**src/rtl/commit_stage_if.sv**
```systemverilog
// -----------------------------------------------------------------------------
// commit_stage_if
//   ROB commit port as seen by the commit stage: the ROB offers its two oldest
//   entries (slot0 older) and the commit stage answers with rob_ready.
//
//   Signals
//     rob_valid      ROB offers the head pair this cycle
//     rob_ready      commit stage accepts the pair this cycle
//     uop_valid      per-slot entry valid
//     uop_committed  slot already retired on an earlier cycle
//     uop_busy       slot not yet finished by its functional unit
//     uop_wen        slot writes a destination register
//     uop_arch_dst   architectural destination index
//     uop_phys_dst   newly allocated physical destination
//     uop_old_phys   previous physical mapping of arch_dst
//     uop_is_store   slot is a store
//     uop_exc        slot raised an exception
//     uop_mispred    slot is a mispredicted branch
//     uop_target     correct target of a mispredicted branch
//
//   Modports: master = ROB side, slave = commit stage side.
// -----------------------------------------------------------------------------
interface commit_stage_if #(
  parameter int PRF_W = 6
);
  logic                  rob_valid;
  logic                  rob_ready;
  logic [1:0]            uop_valid;
  logic [1:0]            uop_committed;
  logic [1:0]            uop_busy;
  logic [1:0]            uop_wen;
  logic [1:0][4:0]       uop_arch_dst;
  logic [1:0][PRF_W-1:0] uop_phys_dst;
  logic [1:0][PRF_W-1:0] uop_old_phys;
  logic [1:0]            uop_is_store;
  logic [1:0]            uop_exc;
  logic [1:0]            uop_mispred;
  logic [1:0][31:0]      uop_target;

  modport master (
    output rob_valid, uop_valid, uop_committed, uop_busy, uop_wen,
           uop_arch_dst, uop_phys_dst, uop_old_phys, uop_is_store,
           uop_exc, uop_mispred, uop_target,
    input  rob_ready
  );

  modport slave (
    input  rob_valid, uop_valid, uop_committed, uop_busy, uop_wen,
           uop_arch_dst, uop_phys_dst, uop_old_phys, uop_is_store,
           uop_exc, uop_mispred, uop_target,
    output rob_ready
  );
endinterface

```
**src/rtl/commit_stage.sv**
```systemverilog
// -----------------------------------------------------------------------------
// commit_stage
//   Consumer end of the ROB commit port. Retires up to two uOPs per cycle from
//   the ROB head pair (slot0 older): writes the architectural RAT, releases the
//   previous physical register to the free list and commits stores. An
//   exception or mispredict on a retiring slot raises a pipeline flush for
//   FLUSH_CYCLES cycles plus a one-cycle fetch redirect.
//
//   Ports
//     clk, rst          clock; synchronous active-high reset
//     rob               commit_stage_if.slave (ROB head pair + rob_ready)
//     arat_we/addr/data ARAT write port per slot (registered, 1-cycle pulses)
//     fl_rel_valid/preg free-list release per slot
//     sb_commit         store-buffer commit strobe per slot
//     flush_req         global flush, high while the FSM is in FLUSH
//     redirect_valid    one-cycle fetch redirect
//     redirect_pc       redirect target
//     perf_commit_cnt   retired uOP count      (COMMIT_PERF_CNT_EN only)
//     perf_flush_cnt    flush event count      (COMMIT_PERF_CNT_EN only)
//
//   Build option: define COMMIT_PERF_CNT_EN to add the two perf counters.
//
//   When both slots write the same ARAT index in one cycle, slot1 is the
//   younger uOP and the ARAT owner must let slot1 win.
// -----------------------------------------------------------------------------
module commit_stage #(
  parameter int          PRF_W        = 6,
  parameter int          FLUSH_CYCLES = 2,
  parameter logic [31:0] EXC_VECTOR   = 32'hBFC0_0380
) (
  input  logic                  clk,
  input  logic                  rst,
  commit_stage_if.slave         rob,
  output logic [1:0]            arat_we,
  output logic [1:0][4:0]       arat_addr,
  output logic [1:0][PRF_W-1:0] arat_data,
  output logic [1:0]            fl_rel_valid,
  output logic [1:0][PRF_W-1:0] fl_rel_preg,
  output logic [1:0]            sb_commit,
  output logic                  flush_req,
  output logic                  redirect_valid,
  output logic [31:0]           redirect_pc
`ifdef COMMIT_PERF_CNT_EN
  ,
  output logic [31:0]           perf_commit_cnt,
  output logic [31:0]           perf_flush_cnt
`endif
);

  localparam int CNT_W = (FLUSH_CYCLES > 1) ? $clog2(FLUSH_CYCLES) : 1;

  typedef enum logic {
    RUN   = 1'b0,
    FLUSH = 1'b1
  } state_t;

  state_t           state, state_nxt;
  logic [CNT_W-1:0] cnt, cnt_nxt;

  // ---------------------------------------------------------------------------
  // Retire selection
  // ---------------------------------------------------------------------------
  logic        hs;
  logic        done0;
  logic [1:0]  elig;
  logic        ret0, ret1;
  logic        ev0, ev1, evt;
  logic [1:0]  eff;           // slot retires with architectural effects
  logic [31:0] redirect_pc_nxt;

  assign rob.rob_ready = (state == RUN);
  assign hs            = rob.rob_valid & rob.rob_ready;

  // Slot1 may only retire once slot0 is out of the way (absent, already
  // retired, or retiring now) so retirement stays in order.
  assign elig[0] = rob.uop_valid[0] & ~rob.uop_committed[0] & ~rob.uop_busy[0];
  assign done0   = ~rob.uop_valid[0] | rob.uop_committed[0] | elig[0];
  assign elig[1] = rob.uop_valid[1] & ~rob.uop_committed[1] & ~rob.uop_busy[1] & done0;

  assign ret0 = hs & elig[0];
  assign ev0  = ret0 & (rob.uop_exc[0] | rob.uop_mispred[0]);
  // Any slot0 event squashes slot1, which is on the wrong path or after a trap.
  assign ret1 = hs & elig[1] & ~ev0;
  assign ev1  = ret1 & (rob.uop_exc[1] | rob.uop_mispred[1]);
  assign evt  = ev0 | ev1;

  // An excepting uOP leaves no architectural trace; a mispredicted branch
  // itself still retires normally.
  assign eff[0] = ret0 & ~rob.uop_exc[0];
  assign eff[1] = ret1 & ~rob.uop_exc[1];

  // Slot0 wins over slot1; exception wins over mispredict within a slot.
  assign redirect_pc_nxt = ev0 ? (rob.uop_exc[0] ? EXC_VECTOR : rob.uop_target[0])
                               : (rob.uop_exc[1] ? EXC_VECTOR : rob.uop_target[1]);

  // ---------------------------------------------------------------------------
  // Flush FSM
  // ---------------------------------------------------------------------------
  // NOTE: every signal written in always_comb gets a default first; otherwise a
  // path that leaves it unassigned infers a latch.
  always_comb begin
    state_nxt = state;
    cnt_nxt   = cnt;
    case (state)
      RUN: begin
        if (evt) begin
          state_nxt = FLUSH;
          cnt_nxt   = CNT_W'(FLUSH_CYCLES - 1);
        end
      end
      FLUSH: begin
        if (cnt == '0) state_nxt = RUN;
        else           cnt_nxt   = cnt - 1'b1;
      end
      default: state_nxt = RUN;
    endcase
  end

  assign flush_req = (state == FLUSH);

  // NOTE: sequential state uses non-blocking assignments so every register
  // samples pre-edge values regardless of statement order.
  always_ff @(posedge clk) begin
    if (rst) begin
      state          <= RUN;
      cnt            <= '0;
      arat_we        <= '0;
      fl_rel_valid   <= '0;
      sb_commit      <= '0;
      redirect_valid <= 1'b0;
      // NOTE: the payload registers are cleared as well, because every output
      // must read zero after reset, not just the strobes.
      arat_addr      <= '0;
      arat_data      <= '0;
      fl_rel_preg    <= '0;
      redirect_pc    <= '0;
    end else begin
      state          <= state_nxt;
      cnt            <= cnt_nxt;
      arat_we        <= eff & rob.uop_wen;
      fl_rel_valid   <= eff & rob.uop_wen;
      sb_commit      <= eff & rob.uop_is_store;
      redirect_valid <= evt;
      for (int k = 0; k < 2; k++) begin
        if (eff[k]) begin
          arat_addr[k]   <= rob.uop_arch_dst[k];
          arat_data[k]   <= rob.uop_phys_dst[k];
          fl_rel_preg[k] <= rob.uop_old_phys[k];
        end
      end
      if (evt) redirect_pc <= redirect_pc_nxt;
    end
  end

`ifdef COMMIT_PERF_CNT_EN
  // ---------------------------------------------------------------------------
  // Performance counters (wrap at 2^32)
  // ---------------------------------------------------------------------------
  logic [1:0] n_ret;
  assign n_ret = {1'b0, eff[0]} + {1'b0, eff[1]};

  always_ff @(posedge clk) begin
    if (rst) begin
      perf_commit_cnt <= '0;
      perf_flush_cnt  <= '0;
    end else begin
      perf_commit_cnt <= perf_commit_cnt + 32'(n_ret);
      perf_flush_cnt  <= perf_flush_cnt + 32'(evt);
    end
  end
`endif

endmodule

```
**src/flat_wrapper.sv**
```systemverilog
// flat-port wrapper written by rule: the top's interface ports become plain ports
module commit_stage_flat 
#(
  parameter int          PRF_W        = 6,
  parameter int          FLUSH_CYCLES = 2,
  parameter logic [31:0] EXC_VECTOR   = 32'hBFC0_0380
)
  (clk, rst, arat_we, arat_addr, arat_data, fl_rel_valid, fl_rel_preg, sb_commit, flush_req, redirect_valid, redirect_pc, rob_rob_valid, rob_uop_valid, rob_uop_committed, rob_uop_busy, rob_uop_wen, rob_uop_arch_dst, rob_uop_phys_dst, rob_uop_old_phys, rob_uop_is_store, rob_uop_exc, rob_uop_mispred, rob_uop_target, rob_rob_ready);
  commit_stage_if #(.PRF_W(PRF_W)) rob_i ();
  input  logic clk;
  input  logic rst;
  output logic [1:0] arat_we;
  output logic [1:0][4:0] arat_addr;
  output logic [1:0][PRF_W-1:0] arat_data;
  output logic [1:0] fl_rel_valid;
  output logic [1:0][PRF_W-1:0] fl_rel_preg;
  output logic [1:0] sb_commit;
  output logic flush_req;
  output logic redirect_valid;
  output logic [31:0] redirect_pc;
  input wire logic [$bits(rob_i.rob_valid)-1:0] rob_rob_valid;
  input wire logic [$bits(rob_i.uop_valid)-1:0] rob_uop_valid;
  input wire logic [$bits(rob_i.uop_committed)-1:0] rob_uop_committed;
  input wire logic [$bits(rob_i.uop_busy)-1:0] rob_uop_busy;
  input wire logic [$bits(rob_i.uop_wen)-1:0] rob_uop_wen;
  input wire logic [$bits(rob_i.uop_arch_dst)-1:0] rob_uop_arch_dst;
  input wire logic [$bits(rob_i.uop_phys_dst)-1:0] rob_uop_phys_dst;
  input wire logic [$bits(rob_i.uop_old_phys)-1:0] rob_uop_old_phys;
  input wire logic [$bits(rob_i.uop_is_store)-1:0] rob_uop_is_store;
  input wire logic [$bits(rob_i.uop_exc)-1:0] rob_uop_exc;
  input wire logic [$bits(rob_i.uop_mispred)-1:0] rob_uop_mispred;
  input wire logic [$bits(rob_i.uop_target)-1:0] rob_uop_target;
  output wire logic [$bits(rob_i.rob_ready)-1:0] rob_rob_ready;
  assign rob_i.rob_valid = rob_rob_valid;
  assign rob_i.uop_valid = rob_uop_valid;
  assign rob_i.uop_committed = rob_uop_committed;
  assign rob_i.uop_busy = rob_uop_busy;
  assign rob_i.uop_wen = rob_uop_wen;
  assign rob_i.uop_arch_dst = rob_uop_arch_dst;
  assign rob_i.uop_phys_dst = rob_uop_phys_dst;
  assign rob_i.uop_old_phys = rob_uop_old_phys;
  assign rob_i.uop_is_store = rob_uop_is_store;
  assign rob_i.uop_exc = rob_uop_exc;
  assign rob_i.uop_mispred = rob_uop_mispred;
  assign rob_i.uop_target = rob_uop_target;
  assign rob_rob_ready = rob_i.rob_ready;
  commit_stage #(.PRF_W(PRF_W), .FLUSH_CYCLES(FLUSH_CYCLES), .EXC_VECTOR(EXC_VECTOR)) u_core (.clk(clk), .rst(rst), .rob(rob_i), .arat_we(arat_we), .arat_addr(arat_addr), .arat_data(arat_data), .fl_rel_valid(fl_rel_valid), .fl_rel_preg(fl_rel_preg), .sb_commit(sb_commit), .flush_req(flush_req), .redirect_valid(redirect_valid), .redirect_pc(redirect_pc));
endmodule
```
**config.mk**
```make
export PLATFORM = sky130hd
export DESIGN_NAME = commit_stage_flat
export DESIGN_NICKNAME = d
export VERILOG_FILES = /design/src/rtl/commit_stage_if.sv /design/src/rtl/commit_stage.sv /design/src/flat_wrapper.sv
export SDC_FILE = /design/constraint.sdc
export NUM_CORES = 1
export LEC_CHECK = 0
export ABC_AREA = 0
export CELL_PAD_IN_SITES_DETAIL_PLACEMENT = 0
export CELL_PAD_IN_SITES_GLOBAL_PLACEMENT = 1
export CORE_UTILIZATION = 28
export DETAILED_ROUTE_END_ITERATION = 12
export PLACE_DENSITY_LB_ADDON = 0.1
export SLEW_MARGIN = 15
export SYNTH_ARGS = -nofsm -noshare
export SYNTH_HDL_FRONTEND = slang
export SYNTH_SLANG_ARGS = --single-unit
```
**constraint.sdc**
```tcl
create_clock -name clk -period 3.2 [get_ports clk]
set_input_delay 0.32 -clock clk [delete_from_list [all_inputs] [get_ports clk]]
set_output_delay 0.32 -clock clk [all_outputs]
set_load 0.03 [all_outputs]
```
Yosys cells after proc, flatten, opt, wreduce, memory -nomap -nowiden
Cells that the tools add are included.
Operators by class
  add/sub/neg operators: 1
  equality and inequality tests: 1
  mux-type cells: 9
  bitwise operators: 29
Operator list (number)
  $mux W32: 3
  $and A1 B1 Y1: 13
  $not A1 Y1: 9
  $or A1 B1 Y1: 5
  $and A2 B2 Y2: 2
  $mux W1: 4
  $pmux W1 S2: 2
  $ne A2 B2 Y1 const B: 1
  $sub A1 B1 Y1 const B: 1
Storage, ports and cells
  flip-flop bits (word level): 73
  output and inout bits: 75
  logic and storage cells: 52

Depth between registers and ports, before layout
  word-level depth: 11
  mapped depth: 7
  mapped depth without buffers: 4

Worst setup path before layout
OpenSTA, ideal clock, no wires.
  path type: flip-flop to flip-flop
  start: register u_core.state, in the netlist u_core.flush_req
  end: register u_core.redirect_pc[22]
  data arrival time: 1.815 ns
  data required time: 3.078 ns
  slack: 1.263 ns
  stages on the path, launching flop included: 6
  clock period less this slack: 1.937 ns
  cells stage by stage: dfxtp_1 -> nand4bb_1 -> a2111o_1 -> and3b_1 -> buf_2 -> a221o_1
On the way
  longest elaborated chain between the ends: 8
  elaborated cells on any way between the ends: 10
Ends and longest elaborated chain
  start, declared: RTL line commit_stage.sv:57  | state_t state, state_nxt;
  start signal, assigned: RTL line commit_stage.sv:138  | state <= state_nxt;
  $not A1 Y1 *: RTL line commit_stage.sv:71  | assign rob.rob_ready = (state == RUN);
  $and A1 B1 Y1 *: RTL line commit_stage.sv:72  | assign hs = rob.rob_valid & rob.rob_ready;
  $and A1 B1 Y1: RTL line commit_stage.sv:80  | assign ret0 = hs & elig[0];
  $and A1 B1 Y1: RTL line commit_stage.sv:81  | assign ev0 = ret0 & (rob.uop_exc[0] | rob.uop_mispred[0]);
  $not A1 Y1: RTL line commit_stage.sv:83  | assign ret1 = hs & elig[1] & ~ev0;
  $and A1 B1 Y1: RTL line commit_stage.sv:83
  $and A1 B1 Y1: RTL line commit_stage.sv:84  | assign ev1 = ret1 & (rob.uop_exc[1] | rob.uop_mispred[1]);
  $or A1 B1 Y1: RTL line commit_stage.sv:85  | assign evt = ev0 | ev1;
  end signal, assigned: RTL line commit_stage.sv:151  | if (evt) redirect_pc <= redirect_pc_nxt;
  end, declared: RTL line commit_stage.sv:42  | output logic [31:0] redirect_pc
Every way passes the cells marked *; elsewhere a longest branch is shown, timed or not.
A chain may end at the register's enable or synchronous reset.

Final worst setup path
  start: input port rob_uop_busy[0]
  end: register u_core.redirect_pc[3]
On the way
  longest elaborated chain between the ends: 8
  elaborated cells on any way between the ends: 12
Ends and longest elaborated chain
  start, declared: RTL line flat_wrapper.sv:24  | input wire logic [$bits(rob_i.uop_busy)-1:0] rob_uop_busy;
  $not A1 Y1 *: RTL line commit_stage.sv:76  | assign elig[0] = rob.uop_valid[0] & ~rob.uop_committed[0] & ~rob.uop_busy[0];
  $and A1 B1 Y1 *: RTL line commit_stage.sv:76
  $or A1 B1 Y1 / $and A1 B1 Y1 (equally long branches): RTL line commit_stage.sv:77, commit_stage.sv:80
  $and A1 B1 Y1 (on tied branches): RTL line commit_stage.sv:78, commit_stage.sv:81
  $and A1 B1 Y1 / $not A1 Y1 (equally long branches): RTL line commit_stage.sv:83
  $and A1 B1 Y1: RTL line commit_stage.sv:83
  $and A1 B1 Y1: RTL line commit_stage.sv:84
  $or A1 B1 Y1: RTL line commit_stage.sv:85
Marked as above.

==> flow_metrics.py <==
metrics = {
    "finish": {
        "drive_gt1_frac": 0.0992,
        "fin_nets": 634,
        "n_antenna_cell": 0,
        "fin_area_mm2": 0.00544,
        "syn_to_final_growth_pct": 72.6,
    },
    "floorplan": {
        "num_rows": 38,
        "start_util": 0.290,
        "pin_count": 190,
        "die_w_um": 108,
        "core_area_mm2": 0.0109,
        "fp.dieH_um": 108,
        "die-area_mm2": 0.0117,
    },
    "sta": {
        "final_max_slew_viol_count": 0,
        "fin_crit_ps": 2400,
        "timing.final.ws_setup_ps": 801,
        "tightest_slew_ps": 1020,
        "worst_hold_slack_ps": 454,
        "relSlewSlack": 0.315,
        "setup_viol": 0,
        "rsz0062_at_grt": "no",
        "max_freq_mhz": 417,
        "finalCritPeriodShare": 0.750,
        "tns_ps": 0,
        "hold_viol": 0,
        "fin_worst_skew_ps": 5.96,
    },
    "power_and_ir_drop": {
        "intPower_w": 0.00179,
        "switchingPower_w": 0.000520,
        "p_leak_nw": 1.86,
        "p_seq_frac": 0.412,
        "power_frac_clock": 0.427,
        "peakVddDrop_mv": 0.240,
        "switching_share": 0.225,
        "power_density_mw_per_mm2": 424,
        "combPwrFrac": 0.161,
    },
    "place": {
        "place.port_buffers": 189,
        "hpwl_mm": 6.88,
        "place_area_mm2": 0.00517,
        "place_ws_ps": 455,
        "gp_congestion": 0.738,
    },
    "synthesis": {
        "ys_top_cells_by_area": "dfxtp_1 46%, nand2b_1 6.7%, a222oi_1 6.3%, mux2i_1 5.4%, nand2_1 4.2%",
        "synth_commonest_cells": "73 x dfxtp_1, 35 x nand2_1, 34 x nand2b_1",
        "yosysWarnings": 0,
        "synth_area_leader_cell": "dfxtp_1",
        "syn_area_mm2": 0.00315,
        "synth_cells": 344,
        "synthFlopType": "dfxtp_1",
        "synth_top_area_frac": 0.463,
        "yosysMostFrequentCell": "dfxtp_1",
        "synth_edf_count": 0,
        "ys_seq_elements": 73,
        "postSynth.asyncResetShare": 0,
        "syn-num-nets": 459,
        "synth-seq-area-share": 0.463,
        "syn_avg_cell_area_um2": 9.17,
        "synth_cell_types": 27,
    },
    "global_route": {
        "grt_pass1_wl_mm": 14.8,
        "grt_start_max_net_pins": 51,
        "first_global_vias": 2885,
        "grt_overflow": 0,
        "grtUsageTotal": 0.165,
        "antenna_found_initial": 0,
    },
    "detailed_routing": {
        "drc": 0,
        "drt_iter0_drc": 159,
        "vias": 3154,
        "wire_per_inst_um": 14.9,
        "routed_wl_mm": 9.89,
        "via_per_inst": 4.75,
        "antenna_left": 0,
        "first_pass_iters": 9,
    },
    "setup_path": {
        "critical_path_arrival_ps": 2590,
        "worst_setup_path_end_kind": "flip-flop",
        "worstPathCellList": "clkdlybuf4s50_1 > nor3b_1 > nand3_1 > buf_4 > and2_1 > a211oi_1",
        "criticalPathCategory": "input pin to flip-flop",
        "cp_max_fo": 35,
        "worst_ep_required_time_ps": 3390,
        "cp_slowest_stage_delay_ps": 870,
        "slowest_stage": "and2_1",
        "startpoint_type": "input pin",
    },
    "clock_tree": {
        "root_buffer": "clkbuf_8",
        "cts_made_buffers": 9,
        "clkLatencyLatePin_ps": 350,
        "cts_tree": "done",
        "post_cts_buffers": 0,
        "htree_levels": 3,
        "postCtsHoldBufs": 0,
        "cts.sinks": 73,
        "cts.clk_slew.worst_paths_ps": 80,
        "cts_resized": 0,
        "cts_max_path_buffers": 2,
    },
    "status": {
        "status": "finished clean",
    },
    "flow_run": {
        "cap_violations": 0,
    },
    "worst_hold_path": {
        "holdCritPathClass": "flip-flop to flip-flop",
    },
}
==> critical path, delay by kind of cell <==
| kind | cells | cell delay (ps) |
|---|---|---|
| AOI/OAI and AO/OA | 1 | 190 |
| and+or+nand+nor | 3 | 1100 |
| buffers and inverters | 2 | 970 |
==> logic make-up after synthesis <==
family	Yosys count	synth area share
AND/OR/NAND/NOR	124	0.210
AO/OA/AOI/OAI	74	0.200
buffers and inverters	56	0.0722
flip-flops	73	0.463
multiplexers	17	0.0540
==> cell usage in the layout, fill, tap and decap left out, types with 2 or more instances in the layout <==
master	netlist	routed
a211oi_2	8	8
nand2b_1	34	34
or2_2	13	13
bufinv_16	0	4
and3b_1	3	3
a211oi_1	13	13
mux2i_1	17	17
clkdlybuf4s50_1	0	188
nor2_1	14	14
nand4bb_1	2	2
a21oi_1	18	18
dfxtp_1	73	73
a222oi_1	20	20
inv_1	22	22
clkbuf_8	0	11
nor3b_1	4	3
a221o_1	12	12
nand2_1	35	35
nor3_1	13	12
nor4b_2	0	2
buf_4	3	9
==> path summary, 6_finish.rpt <==
kind	to	start	slack [ps]	depth (start not counted)
setup / recovery	u_core.redirect_pc[3]	rob_uop_busy[0]	800	6
hold / removal	u_core.arat_data[4]	u_core.arat_data[4]	450	2
setup reg to reg	u_core.redirect_pc[3]	u_core.flush_req	940	5
hold reg to reg	u_core.arat_data[4]	u_core.arat_data[4]	450	2
==> state kept, by name, summed over array words and instances (netlist names) <==
name                   flops
u_core.redirect_pc        32
u_core.arat_data          12
u_core.fl_rel_preg        12
u_core.arat_addr          10
u_core.arat_we             2
u_core.sb_commit           2
u_core.cnt                 1
u_core.flush_req           1
u_core.redirect_valid      1
==> layer usage <==
| layer | track usage | vias up | part of all wire |
|---|---|---|---|
| met4 | 0.0587 | 0 | 0.011 |
| met3 | 0.0518 | 9 | 0.094 |
| met1 | 0.216 | 1439 | 0.45 |
| li1 | - | 1563 | - |
| met5 | 0 | - | 0 |
| met2 | 0.254 | 143 | 0.45 |
==> area by class of cell <==
type	instances	area [um2]
clock buffers	11	151
clock inverters	5	125
fillers	1070	5450
inverters	22	82.6
multi-input cells	215	1490
flip-flops and latches	73	1460
well taps	140	175
repair buffers	198	1950
==> through the flow <==
step,instances,util,power (W)
2_1_floorplan,344,-,0.00112
3_3_place_gp,648,0.474,0.00134
3_5_place_dp,648,0.474,0.00134
4_1_cts,664,0.500,0.00234
5_1_grt,664,0.500,0.00240
6_report,664,0.500,0.00231
==> power groups by stage <==
stage,sequential (W),clock (W),combinational (W)
after floorplan,0.00102,0,0.000103
after global placement,0.000971,0,0.000370
after detailed placement,0.000970,0,0.000372
after CTS,0.000950,0.00101,0.000374
after global routing,0.000952,0.00105,0.000396
final,0.000949,0.000986,0.000372
Note: power is estimated with default switching activity, not from simulation.
